[src/rtl/pipe_hazard_ctrl.sv]
// pipe_hazard_ctrl: pipeline control for the 5-stage Y86-64 core.
// Produces per-stage stall/bubble controls for the F/D/E/M/W registers.
// Detects load/use, ret, mispredict and data-memory-wait hazards.
// Sequences exception drain and halt, and keeps saturating performance counters.
// Ports:
//   clk, rst_n (synchronous, active-low)
//   D_icode, d_srcA, d_srcB, E_icode, E_dstM, e_cnd, M_icode, m_stat,
//   W_icode, W_stat, dmem_busy                          : pipeline observations
//   *_stall / *_bubble / set_cc_en                      : combinational controls
//   halted, stat_out, *_cnt                             : registered status and counters
module pipe_hazard_ctrl #(
  parameter int unsigned CNT_W    = 32,
  parameter logic [3:0]  STAT_AOK = 4'd1,
  parameter logic [3:0]  STAT_HLT = 4'd2,
  parameter logic [3:0]  STAT_ADR = 4'd3,
  parameter logic [3:0]  STAT_INS = 4'd4
) (
  input  logic             clk,
  input  logic             rst_n,
  input  logic [3:0]       D_icode,
  input  logic [3:0]       d_srcA,
  input  logic [3:0]       d_srcB,
  input  logic [3:0]       E_icode,
  input  logic [3:0]       E_dstM,
  input  logic             e_cnd,
  input  logic [3:0]       M_icode,
  input  logic [3:0]       m_stat,
  input  logic [3:0]       W_icode,
  input  logic [3:0]       W_stat,
  input  logic             dmem_busy,
  output logic             F_stall,
  output logic             D_stall,
  output logic             E_stall,
  output logic             M_stall,
  output logic             W_stall,
  output logic             D_bubble,
  output logic             E_bubble,
  output logic             M_bubble,
  output logic             W_bubble,
  output logic             set_cc_en,
  output logic             halted,
  output logic [3:0]       stat_out,
  output logic [CNT_W-1:0] cycle_cnt,
  output logic [CNT_W-1:0] stall_cnt,
  output logic [CNT_W-1:0] bubble_cnt,
  output logic [CNT_W-1:0] retire_cnt
);

  localparam logic [3:0] I_NOP    = 4'h1;
  localparam logic [3:0] I_MRMOVQ = 4'h5;
  localparam logic [3:0] I_OPQ    = 4'h6;
  localparam logic [3:0] I_JXX    = 4'h7;
  localparam logic [3:0] I_RET    = 4'h9;
  localparam logic [3:0] I_POPQ   = 4'hB;
  localparam logic [3:0] REG_NONE = 4'hF;

  // Halt detection relies on every fault code differing from the normal code.
  if (STAT_HLT == STAT_AOK || STAT_ADR == STAT_AOK || STAT_INS == STAT_AOK) begin : g_stat_check
    $error("pipe_hazard_ctrl: fault status codes must differ from STAT_AOK");
  end

  typedef enum logic [1:0] {S_RUN, S_DRAIN, S_HALTED} state_e;

  state_e           state_q, state_d;
  logic             halted_q, halted_d;
  logic [3:0]       stat_out_q, stat_out_d;
  logic [CNT_W-1:0] cycle_q, cycle_d;
  logic [CNT_W-1:0] stall_q, stall_d;
  logic [CNT_W-1:0] bubble_q, bubble_d;
  logic [CNT_W-1:0] retire_q, retire_d;

  logic lu_c, rt_c, mp_c, ex_c, m_err_c, w_err_c;

  function automatic logic [CNT_W-1:0] sat_inc(input logic [CNT_W-1:0] v, input logic en);
    if (en && (v != '1)) return v + CNT_W'(1);
    return v;
  endfunction

  // Hazard terms.
  always_comb begin
    m_err_c = (m_stat != STAT_AOK);
    w_err_c = (W_stat != STAT_AOK);
    ex_c    = m_err_c | w_err_c;
    lu_c    = ((E_icode == I_MRMOVQ) || (E_icode == I_POPQ)) && (E_dstM != REG_NONE) &&
              ((E_dstM == d_srcA) || (E_dstM == d_srcB));
    rt_c    = (D_icode == I_RET) || (E_icode == I_RET) || (M_icode == I_RET);
    mp_c    = (E_icode == I_JXX) && !e_cnd;
  end

  // Stage controls: reset flush, halt freeze, memory wait, then hazard rules.
  always_comb begin
    F_stall   = 1'b0;
    D_stall   = 1'b0;
    E_stall   = 1'b0;
    M_stall   = 1'b0;
    W_stall   = 1'b0;
    D_bubble  = 1'b0;
    E_bubble  = 1'b0;
    M_bubble  = 1'b0;
    W_bubble  = 1'b0;
    set_cc_en = 1'b0;
    if (!rst_n) begin
      D_bubble = 1'b1;
      E_bubble = 1'b1;
      M_bubble = 1'b1;
      W_bubble = 1'b1;
    end else if (state_q == S_HALTED) begin
      F_stall = 1'b1;
      D_stall = 1'b1;
      E_stall = 1'b1;
      M_stall = 1'b1;
      W_stall = 1'b1;
    end else if (dmem_busy) begin
      F_stall  = 1'b1;
      D_stall  = 1'b1;
      E_stall  = 1'b1;
      M_stall  = 1'b1;
      W_bubble = 1'b1;
    end else begin
      F_stall   = lu_c | rt_c;
      D_stall   = lu_c;
      // A stalled D register must not also take a bubble.
      D_bubble  = (mp_c | (rt_c & ~lu_c)) & ~lu_c;
      E_bubble  = mp_c | lu_c;
      M_bubble  = ex_c;
      W_stall   = w_err_c;
      set_cc_en = (E_icode == I_OPQ) && !ex_c && (state_q == S_RUN);
    end
  end

  // Status FSM and counters; everything freezes once halted.
  always_comb begin
    state_d    = state_q;
    halted_d   = halted_q;
    stat_out_d = stat_out_q;
    cycle_d    = cycle_q;
    stall_d    = stall_q;
    bubble_d   = bubble_q;
    retire_d   = retire_q;
    if (state_q != S_HALTED) begin
      cycle_d  = sat_inc(cycle_q, 1'b1);
      stall_d  = sat_inc(stall_q, F_stall);
      bubble_d = sat_inc(bubble_q, E_bubble);
      retire_d = sat_inc(retire_q, (W_icode != I_NOP) && !w_err_c && !W_stall);
      case (state_q)
        S_RUN: begin
          if (w_err_c)      state_d = S_HALTED;
          else if (m_err_c) state_d = S_DRAIN;
        end
        S_DRAIN: begin
          if (w_err_c) state_d = S_HALTED;
        end
        default: state_d = state_q;
      endcase
      if (state_d == S_HALTED) begin
        halted_d   = 1'b1;
        stat_out_d = W_stat;
      end
    end
  end

  always_ff @(posedge clk) begin
    if (!rst_n) begin
      state_q    <= S_RUN;
      halted_q   <= 1'b0;
      stat_out_q <= STAT_AOK;
      cycle_q    <= '0;
      stall_q    <= '0;
      bubble_q   <= '0;
      retire_q   <= '0;
    end else begin
      state_q    <= state_d;
      halted_q   <= halted_d;
      stat_out_q <= stat_out_d;
      cycle_q    <= cycle_d;
      stall_q    <= stall_d;
      bubble_q   <= bubble_d;
      retire_q   <= retire_d;
    end
  end

  assign halted     = halted_q;
  assign stat_out   = stat_out_q;
  assign cycle_cnt  = cycle_q;
  assign stall_cnt  = stall_q;
  assign bubble_cnt = bubble_q;
  assign retire_cnt = retire_q;

endmodule

[config.mk]
export PLATFORM = sky130hd
export DESIGN_NAME = pipe_hazard_ctrl
export DESIGN_NICKNAME = d
export VERILOG_FILES = /design/src/rtl/pipe_hazard_ctrl.sv
export SDC_FILE = /design/constraint.sdc
export NUM_CORES = 1
export LEC_CHECK = 0
export ABC_AREA = 1
export BUFFER_PORTS_ARGS = -buffer_cell sky130_fd_sc_hd__clkbuf_2
export CELL_PAD_IN_SITES_DETAIL_PLACEMENT = 0
export CELL_PAD_IN_SITES_GLOBAL_PLACEMENT = 1
export CORE_AREA = 2 2 149 151
export DETAILED_ROUTE_END_ITERATION = 8
export DIE_AREA = 0 0 151 153
export HOLD_SLACK_MARGIN = 0.15
export PLACE_DENSITY_LB_ADDON = 0.2
export SLEW_MARGIN = 10
export SYNTH_ARGS = -nofsm -noshare
export SYNTH_HDL_FRONTEND = slang
export SYNTH_SLANG_ARGS = --single-unit
[constraint.sdc]
create_clock -name clk -period 2.65 [get_ports clk]
set_clock_uncertainty 0.15 [all_clocks]
set_input_delay 0.53 -clock clk [delete_from_list [all_inputs] [get_ports clk]]
set_output_delay 0.53 -clock clk [all_outputs]
set_load 0.02 [all_outputs]
==> results of run 1 <==
==> metal layers <==
metal	wire length [µm]	global-route usage [%]	vias up
li1	-	-	4811
met1	13000	32.6	4186
met2	11800	35.8	221
met3	1320	4.12	25
met4	320	5.47	0
met5	0	0	-
==> registers in the layout, summed over array words and instances (netlist names) <==
name / cells
bubble_cnt: 32
cycle_cnt: 32
retire_cnt: 32
stall_cnt: 32
stat_out: 4
state_q: 2
halted: 1
==> logic make-up after synthesis <==
family                   count (synthesis)  share of synthesized area (%)
buffers and inverters                  173                           8.80
AND/OR/NAND/NOR                        849                           42.0
XOR/XNOR                                94                           9.48
AO/OA/AOI/OAI                          137                           8.02
flip-flops                             135                           31.1
adder cells (fa/ha/maj)                  4                          0.576
==> timing repair <==
action,4_1_cts,5_1_grt
gates resized for setup,0,1
hold buffers,0,0
setup endpoints to repair,0,1
==> cell usage in the layout, fill, tap and decap left out, drive strengths merged, types with 10 or more instances in the layout <==
cell type,netlist,final
a21oi,125,125
buf,26,18
clkbuf,23,203
dfxtp,135,135
inv,124,125
nand2,464,464
nand3,79,79
nand3b,10,10
nand4,58,58
nor2,179,179
nor3,50,50
o21ai,12,12
xnor2,24,24
xor2,70,70
==> layout make-up <==
cell class	count	area, µm²	area share, %
multi-input combinational	1084	5220	50.1
inverter	124	468	4.49
clock inverter	10	145	1.39
timing repair buffer	200	1070	10.3
sequential	135	2700	25.9
tap	280	350	3.36
clock buffer	21	470	4.51
==> power by group through the flow <==
| stage | Sequential (mW) | Clock, mW | Combinational, mW |
|---|---|---|---|
| finish | 2.07 | 2.50 | 0.366 |
| global route | 2.07 | 2.65 | 0.408 |
| CTS | 2.07 | 2.55 | 0.368 |
| detailed placement | 2.11 | 0 | 0.368 |
| global placement | 2.11 | 0 | 0.365 |
| floorplan | 2.12 | 0 | 0.231 |
==> worst min-delay path, cell delays in order <==
cell and delay (ns):
clkbuf_2 0.08, inv_1 0.05, o21ai_0 0.07
==> per-stage QoR <==
| step | hold slack, ns | utilization [%] |
|---|---|---|
| 4_1_cts | 0.197 | 48.5 |
| 3_3_place_gp | 0.316 | 45.7 |
| 2_1_floorplan | 0.361 | - |
| 6_report | 0.209 | 48.5 |
| 5_1_grt | 0.245 | 48.5 |
| 3_5_place_dp | 0.330 | 45.7 |
==> how the worst min path moves through the flow <==
stage | from | to | slack, ns | depth (start not counted)
after detailed placement | bubble_cnt[31]$_SDFFE_PN0P_ | bubble_cnt[31]$_SDFFE_PN0P_ | 0.33 | 2
after global placement | halted$_SDFFE_PN0P_ | halted$_SDFFE_PN0P_ | 0.32 | 2
after CTS | W_stat[1] | stat_out[1]$_SDFFE_PN0P_ | 0.20 | 3
final | W_stat[1] | stat_out[1]$_SDFFE_PN0P_ | 0.21 | 3
after global routing | W_stat[1] | stat_out[1]$_SDFFE_PN0P_ | 0.25 | 3
after floorplan | state_q[1]$_SDFFE_PN0N_ | state_q[1]$_SDFFE_PN0N_ | 0.36 | 2
==> metrics.csv, run 1 <==
stage,metric,value,unit
critical_path,slowest_delay,0.38,ns
clock_network,cts_inserted_buffers,17,
synthesis,synth-async-reset-ratio,0,%
synthesis,synthTopCellsByCount,"nand2_1 (459), nor2_1 (172), dfxtp_1 (135), a21oi_1 (124), inv_1 (117)",
synthesis,synth_fp_nets,1436,
critical_path,crit_type,flip-flop to output pin,
floorplan,initial_utilization,40.4,%
critical_path,crit_path_start,state_q[1]$_SDFFE_PN0N_,
sta,setup_ws,0.160,ns
cells_and_area,n_antenna_cell,0,
placement,dp_hpwl,20.2,mm
clock_network,cts_setup_buffers,0,
sta,fin_crit,2.49,ns
detailed_routing,drt_wl_total,26.4,mm
power,switching_power,1.23,mW
power,internal_power,3.70,mW
synthesis,synth.area.top_cells,"dfxtp_1 (31%), nand2_1 (20%), nor2_1 (7.4%), a21oi_1 (7.1%), xor2_1 (7.1%)",
sta,worstMarginPinSlew,0.589,ns
cells_and_area,final_nets,1606,
cells_and_area,fillers,2311,
sta,maxSlewHeadroom,60.4,%
floorplan,fp.dieW,151,µm
global_route,grt_max_degree,45,
synthesis,syn_area,0.00869,mm²
power,clock_power_share,50.7,%
global_route,grt_pass1_vias,8468,
placement,port_buffers,182,
floorplan,io_pins,183,
critical_path,critPathTopFamily,simple AND/OR/NAND/NOR gates,
power,p_per_area,473,mW/mm²
clock_network,htreeDepth,4,
critical_path,cpMaxStageDelayCell,dfxtp_1,
clock_network,cts_buffer_depth,2,
critical_path,cp_max_fo,5,
synthesis,synth_ff_type,dfxtp_1,
cells_and_area,final_area,0.0104,mm²
critical_path,cp_data_arrival_time,1.81,ns
critical_path,cp-end-kind,output pin,
synthesis,synthCells,1392,
detailed_routing,drt_iter0_markers,555,
power,p_sw_share,24.9,%
cells_and_area,drive_gt1_share,16.5,%
critical_path,crit_path_end,F_stall,
sta,timing.fmax,402,MHz
synthesis,synth_cell_types,32,
cells_and_area,instances_no_fill,1854,
critical_path,critPathBufInv,3,
power,leakage,4.17,nW
sta,setup_viol,0,
critical_path,crit_chain,inv_1 > nor2_2 > nor2_2 > nor2_4 > inv_1 > nand3_2 > clkbuf_2,
min_path,hold_class,primary input to flip-flop,
critical_path,r2r-start,stall_cnt[1]$_SDFFE_PN0P_,
clock_network,clock_latency,0.43,ns
detailed_routing,via_per_inst,4.99,
global_route,grt-ovfl-total,0,
sta,rsz0062_at_grt,no,
power,power_frac_seq,41.9,%
clock_network,cts_sinks,135,
sta,post-route-period-util,94.0,%
power,power,4.93,mW
power,ir_worst_vdd,0.386,mV
critical_path,reg2reg_slack,0.32,ns
critical_path,worstSetupStartpointType,flip-flop,
floorplan,rows,54,
global_route,grt_use_total,22.9,%
clock_network,clk_pin_slew,0.06,ns
floorplan,coreArea,0.0215,mm²
detailed_routing,avgRoutedWirePerCell,14.2,µm
sta,hold_viol_final,0,
placement,pre_cts_slack,0.178,ns
critical_path,path_depth,7,
global_route,antenna_found_initial,0,
global_route,grt_pass1_wl,43.1,mm
floorplan,die_y,153,µm
synthesis,synth_top_area_share,31.1,%
flow_run,max_cap_violations,0,
clock_network,cts_root_buffer,clkbuf_16,
synthesis,yosys.area.top_type,dfxtp_1,
synthesis,yosysSeqAreaShare,31.1,%
detailed_routing,postRouteAntennaNets,0,
synthesis,ys_seq_elements,135,
placement,detailed_place.area,0.00981,mm²
sta,slew_viol_final,0,
cells_and_area,area_growth,20.1,%
synthesis,yosysWarnings,0,
power,p_comb_share,7.4,%
outcome,status,finished clean,
placement,placed_cells,1823,
detailed_routing,drtPass1Iterations,5,
critical_path,r2r_end,stall_cnt[0]$_SDFFE_PN0P_,
critical_path,rr_worst_depth,12,
clock_network,cts_tree,built,
critical_path,cp_data_required_time,1.97,ns
detailed_routing,drc_errors,0,
sta,setup-tns-final,0,ns
detailed_routing,vias,9243,
floorplan,dieArea,0.0231,mm²
synthesis,synth_edf_count,0,
synthesis,yosysMostFrequentCell,nand2_1,
synthesis,avgSynthCellArea,6.24,µm²
placement,place.gp.congestion,0.888,
Note: power is estimated with default switching activity, not from simulation.
==> run 2: changes to the inputs <==
--- a/config.mk
+++ b/config.mk
@@ -8,10 +8,10 @@
 export ABC_AREA = 1
 export BUFFER_PORTS_ARGS = -buffer_cell sky130_fd_sc_hd__clkbuf_2
 export CELL_PAD_IN_SITES_DETAIL_PLACEMENT = 0
-export CELL_PAD_IN_SITES_GLOBAL_PLACEMENT = 1
-export CORE_AREA = 2 2 149 151
+export CELL_PAD_IN_SITES_GLOBAL_PLACEMENT = 2
+export CORE_AREA = 2 2 171 173
 export DETAILED_ROUTE_END_ITERATION = 8
-export DIE_AREA = 0 0 151 153
+export DIE_AREA = 0 0 173 175
 export HOLD_SLACK_MARGIN = 0.15
 export PLACE_DENSITY_LB_ADDON = 0.2
 export SLEW_MARGIN = 10
==> run 2 against run 1 <==
Net effect: clock-buffer cell count down 1; final cell count is 5.8% higher; global-route usage shrank 3.1 points; final area rose by 1.8%; wire length is 12% higher; setup slack got worse by 0.017 ns; die area increased by 31%; flip-flop and latch count did not move; largest power group unchanged; core utilization down 11 points; clock power is 6% higher; worst hold slack gained 0.018 ns; register-to-register slack got worse by 0.02 ns.
==> metrics.csv, run 2 (synthesis results as in run 1) <==
stage,metric,value,unit,change
critical_path,cp_data_arrival_time,1.83,ns,+0.02 ns
critical_path,r2r_end,stall_cnt[0]$_SDFFE_PN0P_,,
sta,timing.fmax,399,MHz,-0.68%
critical_path,worstSetupStartpointType,flip-flop,,
detailed_routing,drt_iter0_markers,531,,-4.3%
clock_network,cts_tree,built,,
cells_and_area,final_area,0.0106,mm²,+1.8%
placement,dp_hpwl,22.7,mm,+12%
global_route,grt_use_total,19.8,%,-3.1 points
cells_and_area,fin_util,37.4,%,-11 points
sta,fin_crit,2.51,ns,+0.0172 ns
detailed_routing,avgRoutedWirePerCell,15.1,µm,+6.3%
global_route,grt-ovfl-total,0,,unchanged
detailed_routing,vias,9265,,+0.24%
critical_path,r2r-start,stall_cnt[1]$_SDFFE_PN0P_,,
sta,slew_viol_final,0,,unchanged
sta,hold_viol_final,0,,unchanged
sta,setup_viol,0,,unchanged
clock_network,cts_setup_buffers,0,,unchanged
outcome,status,finished clean,,
critical_path,cp_max_fo,5,,unchanged
clock_network,clk_pin_slew,0.06,ns,about the same
global_route,grt_pass1_vias,8917,,+5.3%
floorplan,dieArea,0.0303,mm²,+31%
cells_and_area,layout_commonest_cell,nand2_1,,
sta,whs,0.227,ns,+0.0182 ns
clock_network,htreeDepth,4,,unchanged
sta,setup_ws,0.142,ns,-0.0172 ns
cells_and_area,final_nets,1611,,+0.31%
power,internal_power,3.80,mW,+2.6%
sta,setup-tns-final,0,ns,unchanged
cells_and_area,n_antenna_cell,0,,unchanged
detailed_routing,via_per_inst,4.72,,-5.3%
critical_path,crit_type,flip-flop to output pin,,
floorplan,io_pins,183,,unchanged
cells_and_area,fillers,3214,,+39%
power,ir_worst_vdd,0.404,mV,+4.6%
power,p_sw_share,25.2,%,+0.34 points
floorplan,die_y,175,µm,+14%
power,switching_power,1.28,mW,+4.5%
detailed_routing,postRouteAntennaNets,0,,unchanged
placement,port_buffers,182,,unchanged
sta,post-route-period-util,94.6,%,+0.65 points
power,p_per_area,479,mW/mm²,+1.2%
cells_and_area,mostFrequentLayoutCells,"nand2_1 (459), clkbuf_2 (182), nor2_1 (171)",,
cells_and_area,drive_gt1_share,16.8,%,+0.34 points
detailed_routing,drt_wl_total,29.7,mm,+12%
cells_and_area,instances_no_fill,1962,,+5.8%
clock_network,cts_root_buffer,clkbuf_16,,
clock_network,clock_latency,0.43,ns,about the same
clock_network,cts_sinks,135,,unchanged
placement,detailed_place.area,0.00998,mm²,+1.7%
critical_path,crit_path_end,D_bubble,,
critical_path,cp_data_required_time,1.97,ns,about the same
critical_path,reg2reg_slack,0.30,ns,-0.02 ns
global_route,grt_max_degree,85,,+89%
critical_path,rr_worst_depth,12,,unchanged
power,power,5.08,mW,+3.1%
power,p_comb_share,7.5,%,about the same
floorplan,rows,62,,+15%
floorplan,initial_utilization,30.6,%,-9.8 points
detailed_routing,drtPass1Iterations,5,,unchanged
placement,place.gp.congestion,0.845,,-4.8%
detailed_routing,drc_errors,0,,unchanged
critical_path,crit_path_start,state_q[1]$_SDFFE_PN0N_,,
flow_run,max_cap_violations,0,,unchanged
placement,placed_cells,1932,,+6.0%
clock_network,cts_buffer_depth,2,,unchanged
cells_and_area,area_growth,22.3,%,
floorplan,fp.dieW,173,µm,+15%
power,clock_power_share,51.9,%,+1.2 points
sta,maxSlewHeadroom,33.6,%,-27 points
sta,rsz0062_at_grt,no,,
sta,worstMarginPinSlew,0.995,ns,+0.406 ns
power,leakage,4.20,nW,+0.81%
clock_network,cts_inserted_buffers,17,,unchanged
power,power_frac_seq,40.6,%,-1.3 points
placement,pre_cts_slack,0.123,ns,-0.0555 ns
global_route,grt_pass1_wl,48.3,mm,+12%
critical_path,cp-end-kind,output pin,,
floorplan,coreArea,0.0284,mm²,+32%
global_route,antenna_found_initial,0,,unchanged
min_path,hold_class,primary input to flip-flop,,
-- run 2: cell count changes in the layout (fill, tap and decap cells not counted), sizes merged --
| cell | change |
|---|---|
| clkbuf | -1 |
| buf | +5 |
| inv | +1 |
| clkinv | -3 |
| bufinv | +1 |
| clkinvlp | +1 |
-- run 2: layer usage --
metal  wire, µm  global-route usage [%]
met3       1220                    3.46
met4        260                    3.78
met5          0                       0
met2      13500                    32.2
met1      14700                    27.6
-- run 2: area by class of cell --
class                           count  area (µm²)  share of cell area [%]
Multi-Input combinational cell   1084        5230                    49.2
Sequential cell                   135        2700                    25.4
Timing Repair Buffer              205        1110                    10.4
Tap cell                          384         480                    4.52
Inverter                          124         468                    4.41
Clock buffer                       20         467                    4.39
Clock inverter                     10         169                    1.59
-- run 2: timing repair --
| action | 4_1_cts | 5_1_grt |
|---|---|---|
| hold buffers | 0 | 0 |
| resized for setup | 1 | 1 |
| endpoints found under the setup margin | 1 | 1 |
| gates cloned | 0 | 0 |
-- run 2: worst min path at each step --
stage	from	end	slack (ns)	depth (start not counted)
after global placement	halted$_SDFFE_PN0P_	halted$_SDFFE_PN0P_	0.31	2
after global routing	W_stat[2]	stat_out[2]$_SDFFE_PN0P_	0.24	3
after CTS	W_stat[0]	stat_out[0]$_SDFFE_PN1P_	0.21	3
after detailed placement	halted$_SDFFE_PN0P_	halted$_SDFFE_PN0P_	0.32	2
after floorplan	state_q[1]$_SDFFE_PN0N_	state_q[1]$_SDFFE_PN0N_	0.36	2
final	W_stat[1]	stat_out[1]$_SDFFE_PN0P_	0.23	3
-- run 2: critical path: stages (launching register included) --
cell      delay [ns]
dfxtp_1         0.34
inv_1           0.09
nor2_2          0.06
nor2_2          0.19
nor2_4          0.08
inv_1           0.14
nand2_1         0.14
a21oi_2         0.18
clkbuf_2        0.19
-- run 2: power by group through the flow --
stage,sequential (mW),combinational (mW),clock (mW)
3_5_place_dp,2.11,0.385,0
3_3_place_gp,2.11,0.384,0
6_report,2.06,0.379,2.64
5_1_grt,2.07,0.425,2.80
4_1_cts,2.06,0.386,2.70
2_1_floorplan,2.12,0.231,0
